<file path="src/rtl/hazard_scoreboard.sv">
// -----------------------------------------------------------------------------
// hazard_scoreboard
//
// Hazard and forwarding controller for the 5-stage MIPS pipeline. A small
// per-register latency scoreboard replaces the fixed load-use and branch
// comparators. Producers with variable latency (ALU, load, multi-cycle mul/div)
// therefore hold their dependent instructions in ID for exactly as many cycles
// as they need. The block also produces the E-stage and D-stage forwarding
// selects, and it holds branch redirects off for a short warm-up after reset.
//
// Optional feature macro: HAZ_STATS_EN
//   Defined   -> the stall_cycles / branch_stalls counters and their ports exist.
//   Undefined -> those ports do not exist. All other behaviour is identical.
//
// Parameters
//   REG_AW  register address width (NREG = 2**REG_AW scoreboard entries)
//   LAT_W   scoreboard counter width (max producer latency 2**LAT_W - 2)
//   WARMUP  cycles after reset release during which branch_en stays low
//
// Ports
//   clk, rst_n                   clock, asynchronous active-low reset
//   issue_d, is_branch_d         valid ID instruction / it resolves in ID
//   rs_d, rt_d, use_rs_d, use_rt_d   ID sources and whether each one is read
//   wr_en_d, wr_reg_d, lat_d     ID destination and its producer latency
//   ex_busy                      multi-cycle unit in EX has not finished
//   rs_e, rt_e                   EX sources (used for E-stage forwarding)
//   wr_reg_m, reg_write_m        M-stage destination / write enable
//   wr_reg_w, reg_write_w        W-stage destination / write enable
//   stall_f, stall_d, flush_e    pipeline controls
//   fwd_a_e, fwd_b_e             00 regfile, 01 ResultW, 10 ALUOutM
//   fwd_a_d, fwd_b_d             1 = branch comparator takes ALUOutM
//   branch_en                    branch redirect permitted
//   sb_busy                      bit r set while scoreboard entry r is nonzero
//   stall_cycles, branch_stalls  (HAZ_STATS_EN only) wrapping statistics
// -----------------------------------------------------------------------------
module hazard_scoreboard #(
    parameter int REG_AW = 5,
    parameter int LAT_W  = 3,
    parameter int WARMUP = 3
) (
    input  logic                     clk,
    input  logic                     rst_n,

    input  logic                     issue_d,
    input  logic                     is_branch_d,
    input  logic [REG_AW-1:0]        rs_d,
    input  logic [REG_AW-1:0]        rt_d,
    input  logic                     use_rs_d,
    input  logic                     use_rt_d,
    input  logic                     wr_en_d,
    input  logic [REG_AW-1:0]        wr_reg_d,
    input  logic [LAT_W-1:0]         lat_d,

    input  logic                     ex_busy,
    input  logic [REG_AW-1:0]        rs_e,
    input  logic [REG_AW-1:0]        rt_e,
    input  logic [REG_AW-1:0]        wr_reg_m,
    input  logic [REG_AW-1:0]        wr_reg_w,
    input  logic                     reg_write_m,
    input  logic                     reg_write_w,

    output logic                     stall_f,
    output logic                     stall_d,
    output logic                     flush_e,
    output logic [1:0]               fwd_a_e,
    output logic [1:0]               fwd_b_e,
    output logic                     fwd_a_d,
    output logic                     fwd_b_d,
    output logic                     branch_en,
    output logic [(1<<REG_AW)-1:0]   sb_busy
`ifdef HAZ_STATS_EN
    ,
    output logic [31:0]              stall_cycles,
    output logic [31:0]              branch_stalls
`endif
);

    localparam int NREG = 1 << REG_AW;
    localparam int WC_W = (WARMUP < 1) ? 1 : $clog2(WARMUP + 1);

    // Current value of every scoreboard counter, one LAT_W slice per register.
    logic [NREG-1:0][LAT_W-1:0] cnt_all;

    logic [LAT_W-1:0] cnt_rs;
    logic [LAT_W-1:0] cnt_rt;
    logic             haz_rs;
    logic             haz_rt;
    logic             raw_stall;
    logic             issue_evt;
    logic             set_en;
    logic [LAT_W-1:0] set_val;

    // -------------------------------------------------------------------------
    // Hazard detection
    // -------------------------------------------------------------------------
    // A branch reads its operands in ID, so it needs the value one cycle earlier
    // than an EX consumer. An EX consumer is satisfied by ALUOutM/ResultW
    // forwarding once the counter reaches 1. A branch has to wait until 0.
    // A self-dependency (source == destination) needs no special handling:
    // the check sees the old count, and the new value is set only at the clock edge.
    always_comb begin
        cnt_rs = cnt_all[rs_d];
        cnt_rt = cnt_all[rt_d];
        haz_rs = 1'b0;
        haz_rt = 1'b0;
        if (use_rs_d && (rs_d != '0)) begin
            haz_rs = is_branch_d ? (cnt_rs != '0) : (cnt_rs > LAT_W'(1));
        end
        if (use_rt_d && (rt_d != '0)) begin
            haz_rt = is_branch_d ? (cnt_rt != '0) : (cnt_rt > LAT_W'(1));
        end
    end

    assign raw_stall = issue_d && (haz_rs || haz_rt);
    assign stall_d   = raw_stall || ex_busy;
    assign stall_f   = stall_d;
    // Insert a bubble only when EX actually advances. While ex_busy holds EX,
    // the instruction already in EX must stay there.
    assign flush_e   = raw_stall && !ex_busy;

    assign issue_evt = issue_d && !stall_d && !ex_busy;
    assign set_en    = issue_evt && wr_en_d && (wr_reg_d != '0);
    assign set_val   = lat_d + LAT_W'(1);

    // -------------------------------------------------------------------------
    // Scoreboard counters
    // -------------------------------------------------------------------------
    // Every nonzero counter counts down on each cycle in which EX advances.
    // While ex_busy is high the whole scoreboard is frozen. A new issue to the
    // same register overrides the decrement.
    // Entry 0 is hard-wired to zero because $0 never carries a real value.
    genvar gi;
    generate
        for (gi = 0; gi < NREG; gi++) begin : g_cnt
            if (gi == 0) begin : g_zero
                assign cnt_all[gi] = '0;
                assign sb_busy[gi] = 1'b0;
            end else begin : g_entry
                logic [LAT_W-1:0] cnt_q;
                logic [LAT_W-1:0] cnt_d;

                always_comb begin
                    cnt_d = cnt_q;
                    if (!ex_busy) begin
                        if (set_en && (wr_reg_d == REG_AW'(gi))) begin
                            cnt_d = set_val;
                        end else if (cnt_q != '0) begin
                            cnt_d = cnt_q - LAT_W'(1);
                        end
                    end
                end

                always_ff @(posedge clk or negedge rst_n) begin
                    if (!rst_n) begin
                        cnt_q <= '0;
                    end else begin
                        cnt_q <= cnt_d;
                    end
                end

                assign cnt_all[gi] = cnt_q;
                assign sb_busy[gi] = (cnt_q != '0);
            end
        end
    endgenerate

    // -------------------------------------------------------------------------
    // Forwarding selects
    // -------------------------------------------------------------------------
    // The M stage holds the newer value, so it wins over W.
    always_comb begin
        fwd_a_e = 2'b00;
        if (reg_write_m && (wr_reg_m == rs_e) && (rs_e != '0)) begin
            fwd_a_e = 2'b10;
        end else if (reg_write_w && (wr_reg_w == rs_e) && (rs_e != '0)) begin
            fwd_a_e = 2'b01;
        end

        fwd_b_e = 2'b00;
        if (reg_write_m && (wr_reg_m == rt_e) && (rt_e != '0)) begin
            fwd_b_e = 2'b10;
        end else if (reg_write_w && (wr_reg_w == rt_e) && (rt_e != '0)) begin
            fwd_b_e = 2'b01;
        end
    end

    // ID only forwards from M. W results reach ID through the write-through
    // regfile.
    assign fwd_a_d = reg_write_m && (wr_reg_m == rs_d) && (rs_d != '0);
    assign fwd_b_d = reg_write_m && (wr_reg_m == rt_d) && (rt_d != '0);

    // -------------------------------------------------------------------------
    // Branch warm-up
    // -------------------------------------------------------------------------
    logic [WC_W-1:0] wc_q;

    always_ff @(posedge clk or negedge rst_n) begin
        if (!rst_n) begin
            wc_q <= '0;
        end else if (wc_q != WC_W'(WARMUP)) begin
            wc_q <= wc_q + WC_W'(1);
        end
    end

    assign branch_en = (wc_q == WC_W'(WARMUP));

`ifdef HAZ_STATS_EN
    // -------------------------------------------------------------------------
    // Statistics (free-running, wrap at 2**32)
    // -------------------------------------------------------------------------
    logic [31:0] stall_cycles_q;
    logic [31:0] branch_stalls_q;

    always_ff @(posedge clk or negedge rst_n) begin
        if (!rst_n) begin
            stall_cycles_q  <= '0;
            branch_stalls_q <= '0;
        end else begin
            if (stall_d) begin
                stall_cycles_q <= stall_cycles_q + 32'd1;
            end
            if (raw_stall && is_branch_d) begin
                branch_stalls_q <= branch_stalls_q + 32'd1;
            end
        end
    end

    assign stall_cycles  = stall_cycles_q;
    assign branch_stalls = branch_stalls_q;
`endif

endmodule

</file>
<file path="config.mk">
export PLATFORM = sky130hd
export DESIGN_NAME = hazard_scoreboard
export DESIGN_NICKNAME = d
export VERILOG_FILES = /design/src/rtl/hazard_scoreboard.sv
export SDC_FILE = /design/constraint.sdc
export NUM_CORES = 1
export LEC_CHECK = 0
export BUFFER_PORTS_ARGS = -buffer_cell sky130_fd_sc_hd__buf_2
export CORE_ASPECT_RATIO = 1.2
export CORE_MARGIN = 2
export CORE_UTILIZATION = 30
export CTS_BUF_LIST = sky130_fd_sc_hd__clkbuf_4
export DETAILED_ROUTE_END_ITERATION = 16
export HOLD_SLACK_MARGIN = 0.05
export PLACE_DENSITY = 0.57
export SETUP_SLACK_MARGIN = 0.02
export SYNTH_ARGS = -nofsm -noshare
export SYNTH_HDL_FRONTEND = slang
export SYNTH_SLANG_ARGS = --single-unit
</file>
<file path="constraint.sdc">
create_clock -name clk -period 7 [get_ports clk]
set_clock_uncertainty 0.2 [all_clocks]
set_input_delay 2.1 -clock clk [delete_from_list [all_inputs] [get_ports clk]]
set_output_delay 2.1 -clock clk [all_outputs]
set_load 0.01 [all_outputs]
</file>
==> impl_metrics.yaml <==
critical_path:
  cpMostUsedCell: "buf_2"
  crit_type: "input port to primary output"
  cp.required_ns: 4.70
  crit_fanout: 15
  path_cells: "buf_2 > mux4_2 > a221oi_2 > o311ai_1 > nand4_1 > a32oi_4 > o31ai_1 > buf_4 > nand2_1 > buf_2"
  start_kind: "input port"
  slowest_stage: "mux4_2"
  cp.arrival_ns: 4.35
  endpoint_kind: "primary output"
  max_stage_delay_ns: 0.57
clock_network:
  cts_sinks: 95
  clk_latency_ns: 0.51
  cts_buffers: 9
  cts_tree: "built"
  cts-root-buf: "clkbuf_4"
  post_cts_resized: 0
  cts_hold_buffers: 0
  cts_setup_buffers: 0
  clkTransAtPathRegs_ns: 0.18
  clock_path_buffers: 2
  h-tree-depth: 3
timing:
  rsz0062_at_grt: "false"
  setup_viol: 0
  fmax_mhz: 150
  tns_ns: 0
  tightest_slew_ns: 0.954
  hold_viol_final: 0
  slew_viol_final: 0
  max_slew_margin: 0.359
  fin_crit_ns: 6.65
  fin_crit_sh: 0.950
drt:
  vias: 8091
  wl_met3_um: 1370
  drc: 0
  wl_met2_um: 13800
  via_per_inst: 5.53
  drt_wl_total_um: 28100
  first_iter_violations: 665
  wl_per_cell_um: 19.2
  antenna_left: 0
  top_layer: "met5"
  dr.pass1.iters: 5
  m1WireLength_um: 12100
synthesis:
  synth_fp_nets: 1125
  synth_fa_ha_area_frac: 0.0915
  synth-async-reset-ratio: 1.00
  synth_area_leaders: "dfrtp_1 (27%), ha_1 (9.1%), nand2b_1 (7.1%), a221oi_1 (4.8%), mux4_2 (4.6%)"
  ys_seq_elements: 95
  synth_edf_count: 0
  synth_top_area_frac: 0.272
  synth.cell_area_um2: 8750
  ys_top_cells_by_count: "nand2b_1 (99), dfrtp_1 (95), nand2_1 (70)"
  yosys_warnings: 0
  synth_top_cell_by_area: "dfrtp_1"
  syn_inst: 1013
  ys_seq_area_frac: 0.272
  muxShareOfSynthArea: 0.0570
  synthSimpleGateAreaFrac: 0.295
  avgSynthCellArea_um2: 8.64
  synth_compound_area_frac: 0.190
  synth_xor_xnor_area_share: 0.0300
  synth_top_family_by_area: "simple AND/OR/NAND/NOR gates"
  synthFlopType: "dfrtp_1"
  synth_most_common_cell: "nand2b_1"
  synth.distinct_cells: 57
global_routing:
  grt_use_total: 0.181
  grt_max_degree: 61
  grt_pass1_vias: 7554
  grt_pass1_wl_um: 43300
  grt.overflow.total: 0
  antenna_found_initial: 8
final_layout:
  fin_cells: 1462
  layout.nets: 1177
  fillerInstances: 3043
  syn_to_final_growth_pct: 10.8
  drive_gt1_frac: 0.182
  final_area_um2: 9700
hold_path:
  hp-class: "flip-flop to flip-flop"
placement:
  io_buffer_count: 88
  hpwl_um: 20200
  gp_congestion: 0.930
  dpl.cell_count: 1439
  place_area_um2: 9550
floorplanning:
  start_util: 0.304
  die-area_um2: 30600
  io_pins: 90
  core_area_um2: 28800
  fp-row-count: 68
  die_w_um: 160
  fp.dieH_um: 191
power_and_ir_drop:
  p_leak_nw: 3.86
  power_mw: 2.87
  ir_drop_v: 0.0000745
  powerDensity_nw_per_um2: 296
job:
  drv_cap: 0
run_status:
  outcome: "finished, final reports clean"
worst paths after layout:
kind / from / to / slack (ns) / depth (start not counted)
setup / recovery: rt_d[0] / stall_d / 0.35 / 10
hold / removal: wc_q[0] / wc_q[0] / 0.30 / 1
setup reg to reg: g_cnt[15].g_entry.cnt_q[0] / g_cnt[8].g_entry.cnt_q[2] / 3.43 / 9
hold reg to reg: wc_q[0] / wc_q[0] / 0.30 / 1
max in group asynchronous: rst_n / g_cnt[8].g_entry.cnt_q[2] / 4.06 / 2
min in group asynchronous: rst_n / wc_q[0] / 1.45 / 1
cell families after synthesis:
family | after synthesis
buffers and inverters | 133
muxes | 27
other | 1
and+or+nand+nor | 433
AOI/OAI and AO/OA | 230
xor gates and xnor gates | 30
DFF | 95
adders and majority gates | 64
routing by layer:
layer	GRT usage	vias up
met5	0	-
met4	0.0655	2
met3	0.0297	45
met2	0.314	222
met1	0.227	3952
li1	-	3870
critical path: cells and delay by family:
| family | cells | cell delay, ns |
|---|---|---|
| muxes | 1 | 0.57 |
| AOI/OAI and AO/OA | 4 | 0.72 |
| and+or+nand+nor | 2 | 0.29 |
| buffers and inverters | 3 | 0.67 |
power breakdown:
part	total [mW]	switching (mW)	internal, mW	leakage [nW]
registers	1.08	0.293	0.788	1.03
clock network	0.326	0.215	0.111	0.0661
logic	1.47	0.786	0.682	2.76
registers in the layout, indices dropped and copies added, names as in the netlist:
name,flops
wc_q,2
g_cnt.g_entry.cnt_q,93
cell usage in the layout, fill, tap and decap left out, types with 3 or more instances in the layout:
cell type	n
a211o_1	9
a211oi_1	15
a21oi_1	68
a221o_1	17
a221oi_1	48
and3_1	7
buf_2	86
buf_4	19
clkbuf_4	10
clkinvlp_4	3
dfrtp_1	95
diode_2	7
ha_1	64
inv_1	68
mux2_2	3
mux2i_1	6
mux4_2	18
nand2_1	70
nand2b_1	99
nand3_1	63
nand4_1	10
nor2_1	57
nor2b_1	9
nor3_1	34
nor3b_1	11
nor4_1	13
nor4_2	19
nor4_4	7
nor4b_1	9
o211a_1	6
o211ai_1	7
o21ai_0	25
o221a_2	5
o22ai_1	9
or4_1	7
or4b_2	12
xnor2_1	19
xor2_1	11
layout make-up:
class | instances | area [um2] | area share
multi-input combinational | 785 | 5850 | 0.604
clock buffer | 10 | 75.1 | 0.00774
inverter | 69 | 259 | 0.0267
tap | 385 | 482 | 0.0497
sequential | 95 | 2380 | 0.245
timing repair buffer | 105 | 573 | 0.0591
antenna | 7 | 17.5 | 0.00181
clock inverter | 6 | 61.3 | 0.00632
stage by stage:
stage | setup WS, ns | utilization | hold WS, ns
after floorplan | 0.318 | - | 0.253
after global placement | 0.384 | 0.332 | 0.273
after detailed placement | 0.374 | 0.332 | 0.281
after CTS | 0.372 | 0.337 | 0.307
after global routing | 0.192 | 0.337 | 0.328
final | 0.352 | 0.337 | 0.303
Note: power is estimated with default switching activity, not from simulation.
